`src/rtl/hazard_unit_if.sv`:
```
// Hazard unit signal bundle: ID/EX hazard inputs, pipeline control outputs
// and the stall/flush performance counters.
interface hazard_unit_if #(
    parameter int unsigned CNT_W = 32
);
    logic [4:0]       id_rs1;
    logic [4:0]       id_rs2;
    logic             id_uses_rs2;
    logic [4:0]       idex_rd;
    logic             idex_memread;
    logic             branch_taken;
    logic             mem_busy;
    logic             pc_write;
    logic             ifid_write;
    logic             ifid_flush;
    logic             idex_flush;
    logic             freeze;
    logic [CNT_W-1:0] stall_cnt;
    logic [CNT_W-1:0] flush_cnt;

    modport master (
        output id_rs1, id_rs2, id_uses_rs2, idex_rd, idex_memread, branch_taken, mem_busy,
        input  pc_write, ifid_write, ifid_flush, idex_flush, freeze, stall_cnt, flush_cnt
    );

    modport slave (
        input  id_rs1, id_rs2, id_uses_rs2, idex_rd, idex_memread, branch_taken, mem_busy,
        output pc_write, ifid_write, ifid_flush, idex_flush, freeze, stall_cnt, flush_cnt
    );
endinterface

```
`src/rtl/hazard_unit.sv`:
```
// Pipeline hazard unit: load-use stalls, taken-branch flushes, memory freeze
// with a deferred branch, plus saturating stall/flush event counters.
module hazard_unit #(
    parameter int unsigned FLUSH_CYCLES = 1,
    parameter int unsigned CNT_W        = 32
) (
    input logic          clk,
    input logic          reset,
    hazard_unit_if.slave hz
);
    typedef enum logic [1:0] {StRun, StFlush, StFreeze} state_e;

    localparam logic [2:0]       FlushInit = 3'(FLUSH_CYCLES - 1);
    localparam logic [CNT_W-1:0] CntMax    = '1;

    state_e           r_state, w_state_d;
    logic             r_br_pending, w_br_pending_d;
    logic [2:0]       r_flush_left, w_flush_left_d;
    logic [CNT_W-1:0] r_stall_cnt, r_flush_cnt;

    logic w_lu, w_branch, w_flush_inc;
    logic w_pc_write, w_ifid_write, w_ifid_flush, w_idex_flush, w_freeze;

    assign w_lu = hz.idex_memread && (hz.idex_rd != 5'd0) &&
                  ((hz.idex_rd == hz.id_rs1) || (hz.id_uses_rs2 && (hz.idex_rd == hz.id_rs2)));

    // A branch deferred by a freeze is replayed on the first unfrozen cycle.
    assign w_branch = hz.branch_taken || (r_br_pending && (r_state != StFlush));

    always_comb begin
        w_pc_write      = 1'b1;
        w_ifid_write    = 1'b1;
        w_ifid_flush    = 1'b0;
        w_idex_flush    = 1'b0;
        w_freeze        = 1'b0;
        w_flush_inc     = 1'b0;
        w_state_d       = r_state;
        w_br_pending_d  = r_br_pending;
        w_flush_left_d  = r_flush_left;

        if (reset) begin
            w_pc_write   = 1'b0;
            w_ifid_write = 1'b0;
            w_ifid_flush = 1'b1;
            w_idex_flush = 1'b1;
        end else if (hz.mem_busy) begin
            w_pc_write   = 1'b0;
            w_ifid_write = 1'b0;
            w_freeze     = 1'b1;
            w_state_d    = StFreeze;
            if (hz.branch_taken) begin
                w_br_pending_d = 1'b1;
            end
        end else if (w_branch) begin
            w_ifid_flush   = 1'b1;
            w_idex_flush   = 1'b1;
            w_flush_inc    = 1'b1;
            w_flush_left_d = FlushInit;
            w_br_pending_d = 1'b0;
            w_state_d      = (FLUSH_CYCLES > 1) ? StFlush : StRun;
        end else if (r_state == StFlush) begin
            w_ifid_flush   = 1'b1;
            w_idex_flush   = 1'b1;
            w_flush_left_d = (r_flush_left != 3'd0) ? r_flush_left - 3'd1 : 3'd0;
            w_state_d      = (r_flush_left <= 3'd1) ? StRun : StFlush;
        end else begin
            // Leaving a freeze resumes any flush sequence it interrupted.
            if (r_state == StFreeze) begin
                w_state_d = (r_flush_left != 3'd0) ? StFlush : StRun;
            end
            if (w_lu) begin
                w_pc_write   = 1'b0;
                w_ifid_write = 1'b0;
                w_idex_flush = 1'b1;
            end
        end
    end

    always_ff @(posedge clk) begin
        if (reset) begin
            r_state      <= StRun;
            r_br_pending <= 1'b0;
            r_flush_left <= 3'd0;
            r_stall_cnt  <= '0;
            r_flush_cnt  <= '0;
        end else begin
            r_state      <= w_state_d;
            r_br_pending <= w_br_pending_d;
            r_flush_left <= w_flush_left_d;
            if (!w_pc_write && (r_stall_cnt != CntMax)) begin
                r_stall_cnt <= r_stall_cnt + 1'b1;
            end
            if (w_flush_inc && (r_flush_cnt != CntMax)) begin
                r_flush_cnt <= r_flush_cnt + 1'b1;
            end
        end
    end

    assign hz.pc_write   = w_pc_write;
    assign hz.ifid_write = w_ifid_write;
    assign hz.ifid_flush = w_ifid_flush;
    assign hz.idex_flush = w_idex_flush;
    assign hz.freeze     = w_freeze;
    assign hz.stall_cnt  = r_stall_cnt;
    assign hz.flush_cnt  = r_flush_cnt;
endmodule

```
`src/flat_wrapper.sv`:
```
// flat-port wrapper written by rule: the top's interface ports become plain ports
module hazard_unit_flat 
#(
    parameter int unsigned FLUSH_CYCLES = 1,
    parameter int unsigned CNT_W        = 32
)
  (clk, reset, hz_id_rs1, hz_id_rs2, hz_id_uses_rs2, hz_idex_rd, hz_idex_memread, hz_branch_taken, hz_mem_busy, hz_pc_write, hz_ifid_write, hz_ifid_flush, hz_idex_flush, hz_freeze, hz_stall_cnt, hz_flush_cnt);
  hazard_unit_if #(.CNT_W(CNT_W)) hz_i ();
  input logic clk;
  input logic reset;
  input wire logic [$bits(hz_i.id_rs1)-1:0] hz_id_rs1;
  input wire logic [$bits(hz_i.id_rs2)-1:0] hz_id_rs2;
  input wire logic [$bits(hz_i.id_uses_rs2)-1:0] hz_id_uses_rs2;
  input wire logic [$bits(hz_i.idex_rd)-1:0] hz_idex_rd;
  input wire logic [$bits(hz_i.idex_memread)-1:0] hz_idex_memread;
  input wire logic [$bits(hz_i.branch_taken)-1:0] hz_branch_taken;
  input wire logic [$bits(hz_i.mem_busy)-1:0] hz_mem_busy;
  output wire logic [$bits(hz_i.pc_write)-1:0] hz_pc_write;
  output wire logic [$bits(hz_i.ifid_write)-1:0] hz_ifid_write;
  output wire logic [$bits(hz_i.ifid_flush)-1:0] hz_ifid_flush;
  output wire logic [$bits(hz_i.idex_flush)-1:0] hz_idex_flush;
  output wire logic [$bits(hz_i.freeze)-1:0] hz_freeze;
  output wire logic [$bits(hz_i.stall_cnt)-1:0] hz_stall_cnt;
  output wire logic [$bits(hz_i.flush_cnt)-1:0] hz_flush_cnt;
  assign hz_i.id_rs1 = hz_id_rs1;
  assign hz_i.id_rs2 = hz_id_rs2;
  assign hz_i.id_uses_rs2 = hz_id_uses_rs2;
  assign hz_i.idex_rd = hz_idex_rd;
  assign hz_i.idex_memread = hz_idex_memread;
  assign hz_i.branch_taken = hz_branch_taken;
  assign hz_i.mem_busy = hz_mem_busy;
  assign hz_pc_write = hz_i.pc_write;
  assign hz_ifid_write = hz_i.ifid_write;
  assign hz_ifid_flush = hz_i.ifid_flush;
  assign hz_idex_flush = hz_i.idex_flush;
  assign hz_freeze = hz_i.freeze;
  assign hz_stall_cnt = hz_i.stall_cnt;
  assign hz_flush_cnt = hz_i.flush_cnt;
  hazard_unit #(.FLUSH_CYCLES(FLUSH_CYCLES), .CNT_W(CNT_W)) u_core (.clk(clk), .reset(reset), .hz(hz_i));
endmodule
```
`config.mk`:
```
export PLATFORM = sky130hd
export DESIGN_NAME = hazard_unit_flat
export DESIGN_NICKNAME = d
export VERILOG_FILES = /design/src/rtl/hazard_unit_if.sv /design/src/rtl/hazard_unit.sv /design/src/flat_wrapper.sv
export SDC_FILE = /design/constraint.sdc
export NUM_CORES = 1
export LEC_CHECK = 0
export BUFFER_PORTS_ARGS = -buffer_cell sky130_fd_sc_hd__buf_2
export CAP_MARGIN = 20
export CORE_ASPECT_RATIO = 0.6
export CORE_MARGIN = 1.5
export CORE_UTILIZATION = 54
export DETAILED_ROUTE_END_ITERATION = 16
export PLACE_DENSITY_LB_ADDON = 0.08
export SLEW_MARGIN = 25
export SYNTH_ARGS = -nofsm -noshare
export SYNTH_HDL_FRONTEND = slang
export SYNTH_SLANG_ARGS = --single-unit
```
`constraint.sdc`:
```
create_clock -name clk -period 2.95 [get_ports clk]
set_input_delay 0.59 -clock clk [delete_from_list [all_inputs] [get_ports clk]]
set_output_delay 0.59 -clock clk [all_outputs]
set_load 0.05 [all_outputs]
```
== Word level (Yosys, flattened, before mapping) ==
Cells that the tools add are included.

* Word-level logic and storage cells: 68
* Input port bits: 21
* Register bits: 70
* Output and inout port bits: 69

* Order comparisons: 1
* Equal/unequal tests: 8
* Reductions and logical operators: 18
* Bitwise logic cells: 1
* Multiplexer cells: 31
* $add $sub $neg: 3

{| class="wikitable"
|+ Operators with widths
! kind !! count
|-
| $add A32 B1 Y32 const B || 2
|-
| $ne A32 B32 Y1 const B || 2
|-
| $mux W1 || 24
|-
| $eq A5 B5 Y1 || 2
|-
| $mux W3 || 3
|-
| $mux W2 || 4
|-
| $logic_and A1 B1 Y1 || 6
|-
| $reduce_bool A2 Y1 || 3
|-
| $reduce_bool A5 Y1 || 1
|-
| $reduce_and A2 Y1 || 2
|-
| $reduce_bool A4 Y1 || 1
|-
| $le A3 B1 Y1 const B || 1
|-
| $reduce_bool A3 Y1 || 1
|-
| $reduce_or A3 Y1 || 1
|-
| $sub A3 B1 Y3 const B || 1
|-
| $eq A2 B1 Y1 const B || 1
|-
| $eq A2 B2 Y1 const B || 1
|-
| $logic_or A1 B1 Y1 || 2
|-
| $ne A2 B1 Y1 const B || 1
|-
| $ne A2 B2 Y1 const B || 1
|-
| $logic_not A1 Y1 || 1
|-
| $not A1 Y1 || 1
|}

== Depth between registers and ports, before layout ==
Gate-level depths: netlist of the first run.

* Depth after elaboration: 11
* Mapped depth: 9
* Mapped depth without buffers: 8

== Least setup slack after synthesis of the first run ==
No wires, ideal clock.

* Kind: input port to output port
* Start: input hz_idex_rd[4]
* End: output hz_idex_flush
* Path buffers: 0
* Stages on the path: 4
* Required time: 2.360 ns
* Arrival time: 2.353 ns
* Slack: 0.007 ns
* Path through: xor2_1 nor4_2 a32oi_1 o31ai_1

* Longest elaborated chain between the ends: 9
* Elaborated cells on any way between the ends: 12
* Classes of those cells: eq/ne: 2; mux: 5; reduce/logical: 5

{| class="wikitable"
|+ Ends and longest elaborated chain
! element !! line !! text
|-
| start: declaration || flat_wrapper.sv:14 || <nowiki>input wire logic [$bits(hz_i.idex_rd)-1:0] hz_idex_rd;</nowiki>
|-
| $eq A5 B5 Y1 || hazard_unit.sv:25 || <nowiki>((hz.idex_rd == hz.id_rs1) || (hz.id_uses_rs2 && (hz.idex_rd == hz.id_rs2)));</nowiki>
|-
| $logic_and A1 B1 Y1 || hazard_unit.sv:25 ||
|-
| $logic_or A1 B1 Y1 || hazard_unit.sv:25 ||
|-
| $logic_and A1 B1 Y1 (*) || hazard_unit.sv:24 || <nowiki>assign w_lu = hz.idex_memread && (hz.idex_rd != 5'd0) &&</nowiki>
|-
| $mux W1 (*) || hazard_unit.sv:71 || <nowiki>if (w_lu) begin</nowiki>
|-
| $mux W1 (*) || hazard_unit.sv:61 || <nowiki>end else if (r_state == StFlush) begin</nowiki>
|-
| $mux W1 (*) || hazard_unit.sv:54 || <nowiki>end else if (w_branch) begin</nowiki>
|-
| $mux W1 (*) || hazard_unit.sv:46 || <nowiki>end else if (hz.mem_busy) begin</nowiki>
|-
| $mux W1 (*) || hazard_unit.sv:41 || <nowiki>if (reset) begin</nowiki>
|-
| end: declaration || flat_wrapper.sv:21 || <nowiki>output wire logic [$bits(hz_i.idex_flush)-1:0] hz_idex_flush;</nowiki>
|}

Every way passes the cells marked *; elsewhere a longest branch is shown, timed or not.

== Worst setup path in the final report of the first run ==
* Start: input hz_idex_rd[0]
* End: output hz_ifid_write

* Longest elaborated chain between the ends: 9
* Elaborated cells on any way between the ends: 12
* Classes of those cells: eq/ne: 2; mux: 5; reduce/logical: 5

{| class="wikitable"
|+ Ends and longest elaborated chain
! element !! line !! text
|-
| $eq A5 B5 Y1 || hazard_unit.sv:25 ||
|-
| $logic_and A1 B1 Y1 || hazard_unit.sv:25 ||
|-
| $logic_or A1 B1 Y1 || hazard_unit.sv:25 ||
|-
| $logic_and A1 B1 Y1 (*) || hazard_unit.sv:24 ||
|-
| $mux W1 (*) || hazard_unit.sv:71 ||
|-
| $mux W1 (*) || hazard_unit.sv:61 ||
|-
| $mux W1 (*) || hazard_unit.sv:54 ||
|-
| $mux W1 (*) || hazard_unit.sv:46 ||
|-
| $mux W1 (*) || hazard_unit.sv:41 ||
|-
| end: declaration || flat_wrapper.sv:19 || <nowiki>output wire logic [$bits(hz_i.ifid_write)-1:0] hz_ifid_write;</nowiki>
|}

Marked as above.

==> flow_summary.toml, run 1 <==
[sta]
fin_skew_ns = 0.00400
hold_violations = 0
rsz0062_at_grt = "no"
slew_viol_final = 0
relSlewSlack_pct = 57.8
setup_viol = 0
finalCritPeriodShare_pct = 89.7
max_freq_ghz = 0.378
max_slew.worst_pin.slew_ns = 0.628
tns_ns = 0
fin_crit_ns = 2.65

[yosys]
synthArstFlopShare_pct = 0
synth-edff-count = 0
syn-cell-area_sq_um = 3720
yosysTopAreaCell = "dfxtp_1"
syn_nets = 480
synth.area.top_cells = "dfxtp_1, xor2_1, nor2_1"
postSynthAreaPerCell_sq_um = 8.20
synth_flop_cell = "dfxtp_1"
yosysWarnings = 0
syn_inst = 453
synth-seq-cells = 70
synthDominantCellAreaShare_pct = 37.7
yosysSeqAreaShare_pct = 37.7
ys_types = 43

[route]
drtAntennaViolNets = 0
drt-initial-drc-count = 222
vias = 3660
dr.pass1.iters = 4
wire_per_inst_um = 14.7
wirelength_um = 9210
drcViolationCount = 0
viasPerCell = 5.83

[final_layout]
seq_area_sq_um = 1400
multi_input_area_sq_um = 2150
stdcell_count = 628
final_layout_size_suffix_gt1_share_pct = 23.3
fin_util_pct = 67.5
fin_area_sq_um = 4510
fin_nets = 564
area_growth_pct = 21.3
antenna_cells = 0
num-fill-cells = 568

[clock_tree]
post_cts_buffers = 0
ctsResizeCount = 0
path_clk_slew_ns = 0.05
clock_sinks = 70
cts_hold_buf = 0
clock-root-buffer = "clkbuf_16"
cts_buffer_depth = 2
h-tree-depth = 3
cts_buffers = 9
cts_tree = "built"
clk_latency_ns = 0.33

[critical_path]
end_kind = "output port"
timing.rr.end = "u_core.hz.stall_cnt[26]$_SDFFE_PP0P_"
required_ns = 2.36
r2r_start = "u_core.r_state[1]$_SDFFE_PP0P_"
worstPathArrival_ns = 2.06
r2r_slack_ns = 0.54
startpoint = "hz_idex_rd[0]"
crit_path_max_fanout = 9
setup.worst_path.class = "in -> out"
cp-start-kind = "input pin"
reg2reg_depth = 9

[placed_design]
placedCellCount = 613
placed_area_sq_um = 4220
io_buffers = 89
gp_congestion = 0.894
dp_hpwl_um = 6510

[power]
p_leak_nw = 1.85
cellPowerDensity_nw_per_um2 = 476
ir_worst_vdd_uv = 369

[floorplanning]
initial_utilization_pct = 55.7
die_y_um = 67.3
boundaryPins = 90
num_rows = 23
dieWidth_um = 110
design.core.area_sq_um = 6680
die-area_sq_um = 7400

[grt]
grt_pass1_wl_um = 14400
grtUsageTotal_pct = 25.4
first_global_vias = 3055
grt_max_degree = 42
grt_antenna_before_repair = 0
overflow = 0

[hold_path]
min_to = "u_core.hz.stall_cnt[17]$_SDFFE_PP0P_"
min-delay-start = "u_core.hz.stall_cnt[17]$_SDFFE_PP0P_"
hold_class = "reg -> reg"
hold_depth = 2

[status]
status = "finished clean"

[run]
max_cap_viol_count = 0
==> state kept, by name, indices dropped and copies added (netlist names) <==
register	flops
u_core.hz.flush_cnt	32
u_core.r_state	2
u_core.r_br_pending	1
u_core.hz.stall_cnt	32
u_core.r_flush_left	3
==> worst max-delay path, stage by stage <==
cell	delay, ns
buf_2	0.12
or4_1	0.55
o211ai_1	0.18
o21a_2	0.29
buf_2	0.32
==> worst max-delay path by stage <==
stage / to / slack [ns]
floorplan: hz_idex_flush / 0.007
global placement: hz_ifid_write / 0.33
detailed placement: u_core.hz.stall_cnt[28]$_SDFFE_PP0P_ / 0.26
CTS: hz_ifid_write / 0.30
global route: hz_ifid_write / 0.25
finish: hz_ifid_write / 0.30
==> synth_stat cells (all sizes together), types with 9 or more instances <==
cell	count
nor2b	10
nor2	53
nand4	17
o21ai	12
nand2	28
xnor2	11
nand3	28
a21oi	33
o31ai	19
and3	12
xor2	27
and4	10
clkbuf	14
buf	13
or4	21
nor3	12
dfxtp	70
inv	10
nor4	9
==> metal layers <==
metal | wire (um) | track usage, %
met4 | 60 | 8.01
met1 | 4650 | 36.6
met2 | 3830 | 36.4
met3 | 678 | 7.34
met5 | 0 | 0
==> layout make-up <==
type                            count  area share [%]
Sequential cell                    70            31.1
Clock buffer                       15            6.38
Multi-Input combinational cell    346            47.6
Timing Repair Buffer              100            11.7
Inverter                           10           0.832
Tap cell                           87            2.41
==> power by group <==
group          internal (W)  total (W)  leakage [nW]  switching [W]
Combinational     0.0000433   0.000139          1.14      0.0000955
Sequential         0.000952   0.000960         0.565     0.00000808
Clock              0.000657    0.00105         0.142       0.000390
Total               0.00165    0.00215          1.85       0.000494
==> logic make-up after synthesis <==
group                    count (synthesis)  synth area share [%]
AND/OR/NAND/NOR                        221                  32.5
buffers and inverters                   37                  4.71
multiplexers                             5                  1.52
adder cells (fa/ha/maj)                  6                  2.02
flip-flops                              70                  37.7
AO/OA/AOI/OAI                           76                  12.6
XOR/XNOR                                38                  8.96
==> through the flow <==
step / power (W) / setup slack [ns] / hold slack [ns]
2_1_floorplan: 0.00108 / 0.00683 / 0.465
6_report: 0.00215 / 0.303 / 0.489
5_1_grt: 0.00221 / 0.250 / 0.516
4_1_cts: 0.00217 / 0.303 / 0.489
3_3_place_gp: 0.00111 / 0.328 / 0.475
3_5_place_dp: 0.00112 / 0.262 / 0.481
==> cell usage in the layout (no fill, tap or decap), types with 3 or more instances in the layout <==
cell / count
buf_2: 89
and3_1: 12
nand3_1: 28
buf_4: 11
or3_1: 7
xnor2_1: 11
nor3_1: 10
mux2_2: 5
clkbuf_8: 4
clkbuf_16: 9
xor2_1: 27
o21ai_0: 11
inv_1: 10
a21oi_1: 33
o31ai_1: 19
and4_1: 10
nor2b_1: 10
ha_1: 6
or4_1: 21
nand4_1: 17
a211oi_1: 3
nand2_1: 28
and2_1: 5
nor2_1: 53
dfxtp_1: 70
nor4_1: 8
or2_2: 3
(Power assumes the default switching activity.)
==> inputs of run 2 (changes only) <==
Settings changed: CORE_UTILIZATION 54 to 40.
==> flow_summary.toml, run 2 (same netlist as run 1, synthesis figures left out) <==
[status]
status = "finished clean"

[final_layout]
antenna_cells = 0
area_growth_pct = 21.7
multi_input_area_sq_um = 2150
num-fill-cells = 897
layout_commonest_cell = "buf_2"
final_layout_size_suffix_gt1_share_pct = 23.2
layout_common_cells = "buf_2, dfxtp_1, nor2_1"
seq_area_sq_um = 1400
fin_nets = 564

[route]
drt-initial-drc-count = 235
dr.pass1.iters = 5
drcViolationCount = 0
wire_per_inst_um = 14.7
wirelength_um = 9660
vias = 3636
viasPerCell = 5.55
drtAntennaViolNets = 0

[sta]
setup_viol = 0
final.setup.worst_slack_ns = 0.216
max_freq_ghz = 0.366
max_slew.worst_pin.slew_ns = 0.622
rsz0062_at_grt = "no"
tns_ns = 0
hold_violations = 0
slew_viol_final = 0
relSlewSlack_pct = 58.3
fin_skew_ns = 0.00775
finalCritPeriodShare_pct = 92.7
fin_crit_ns = 2.73

[critical_path]
crit_buf_inv = 2
r2r_start = "u_core.r_state[1]$_SDFFE_PP0P_"
worstPathArrival_ns = 2.14
r2r_slack_ns = 0.33
crit_family = "compound AO/OA/AOI/OAI gates"
reg2reg_depth = 8
worst_path_max_delay_cell = "nor3_1"
worstPathCellList = "inv_1 > ha_1 > nor3_1 > o211ai_1 > o21a_2 > buf_2"
cp-start-kind = "flop"
timing.rr.end = "u_core.hz.stall_cnt[13]$_SDFFE_PP0P_"
crit_path_max_fanout = 6
required_ns = 2.36
critPathMaxStageDelay_ns = 0.46
end_kind = "output port"
setup.worst_path.class = "reg -> out"

[grt]
grt_antenna_before_repair = 0
grtUsageTotal_pct = 20.1
grt_max_degree = 40
overflow = 0
grt_pass1_wl_um = 15900
first_global_vias = 3180

[floorplanning]
initial_utilization_pct = 40.9
die_y_um = 77.7
design.core.area_sq_um = 9090
num_rows = 27
boundaryPins = 90
dieWidth_um = 127
die-area_sq_um = 9900

[power]
ir_worst_vdd_uv = 316
p_leak_nw = 1.83
switching_share_pct = 23.2
seq_power_share_pct = 46.3
cellPowerDensity_nw_per_um2 = 459
p_int_w = 0.00159
comb_power_share_pct = 6.6
clock_power_share_pct = 47.1
p_switching_w = 0.000481

[hold_path]
hold_depth = 1
min_to = "u_core.r_flush_left[1]$_SDFFE_PP0P_"
min-delay-start = "u_core.r_flush_left[1]$_SDFFE_PP0P_"
hold_class = "reg -> reg"

[clock_tree]
clock_sinks = 70
ctsResizeCount = 0
post_cts_buffers = 0
h-tree-depth = 3
clk_latency_ns = 0.33
cts_tree = "built"
cts_hold_buf = 0
cts_buffer_depth = 2
cts_buffers = 9
path_clk_slew_ns = 0.05
clock-root-buffer = "clkbuf_16"

[placed_design]
io_buffers = 89
gp_congestion = 0.792
dp_hpwl_um = 6870
pre_cts_ws_ns = 0.262

[run]
max_cap_viol_count = 0
-- run 2: changes by cell type in the layout (fill, tap and decap cells not counted), sizes merged --
| cell | before | now |
|---|---|---|
| clkbuf | 15 | 12 |
| clkinvlp | 0 | 1 |
-- run 2: how the worst max path moves through the flow --
stage	endpoint	depth (start not counted)	start	slack, ns
floorplan	hz_idex_flush	4	hz_idex_rd[4]	0.007
global placement	u_core.hz.stall_cnt[10]$_SDFFE_PP0P_	8	hz_idex_rd[4]	0.32
detailed placement	u_core.hz.stall_cnt[13]$_SDFFE_PP0P_	7	hz_branch_taken	0.26
CTS	hz_ifid_write	6	u_core.r_state[1]$_SDFFE_PP0P_	0.18
global route	hz_ifid_write	6	u_core.r_state[1]$_SDFFE_PP0P_	0.05
finish	hz_ifid_write	6	u_core.r_state[1]$_SDFFE_PP0P_	0.22
-- run 2: metrics by stage --
step | power, W | cells | hold WS, ns | utilization, % | cell area, sq um
after CTS | 0.00212 | 655 | 0.500 | 49.8 | 4520
after global routing | 0.00217 | 655 | 0.507 | 49.8 | 4520
after global placement | 0.00112 | 642 | 0.475 | 46.9 | 4260
after floorplan | 0.00108 | 453 | 0.465 | - | 3720
after detailed placement | 0.00112 | 642 | 0.487 | 46.9 | 4260
final | 0.00208 | 655 | 0.497 | 49.8 | 4520
-- run 2: per-layer routing --
| layer | share of wire [%] | track usage, % | vias to the layer above |
|---|---|---|---|
| met5 | 0 | 0 | - |
| met4 | 1.3 | 6.36 | 0 |
| met3 | 5.6 | 5.38 | 12 |
| met2 | 40 | 26.3 | 93 |
| met1 | 54 | 30.9 | 1715 |
| li1 | - | - | 1816 |
-- run 2: layout make-up --
cell class                 instances  area share, %
clock inverter                     1          0.166
inverter                          10          0.830
tap                              116           3.21
multi-input combinational        346           47.5
clock buffer                      12           5.67
sequential                        70           31.0
timing repair buffer             100           11.7
-- run 2: power by group through the flow --
stage,combinational (W),sequential (W),clock [W]
after global placement,0.000136,0.000980,0
after detailed placement,0.000138,0.000980,0
final,0.000138,0.000960,0.000978
after floorplan,0.0000808,0.000996,0
after global routing,0.000151,0.000960,0.00106
after CTS,0.000139,0.000960,0.00102
-- run 2: worst register-to-register path: stages, from the launching register on --
cell and delay (ns):
dfxtp_1 0.35, inv_1 0.05, ha_1 0.24, nor3_1 0.46, o211ai_1 0.19, o21a_2 0.28, buf_4 0.23, nor4_1 0.32
mux2_2 0.38
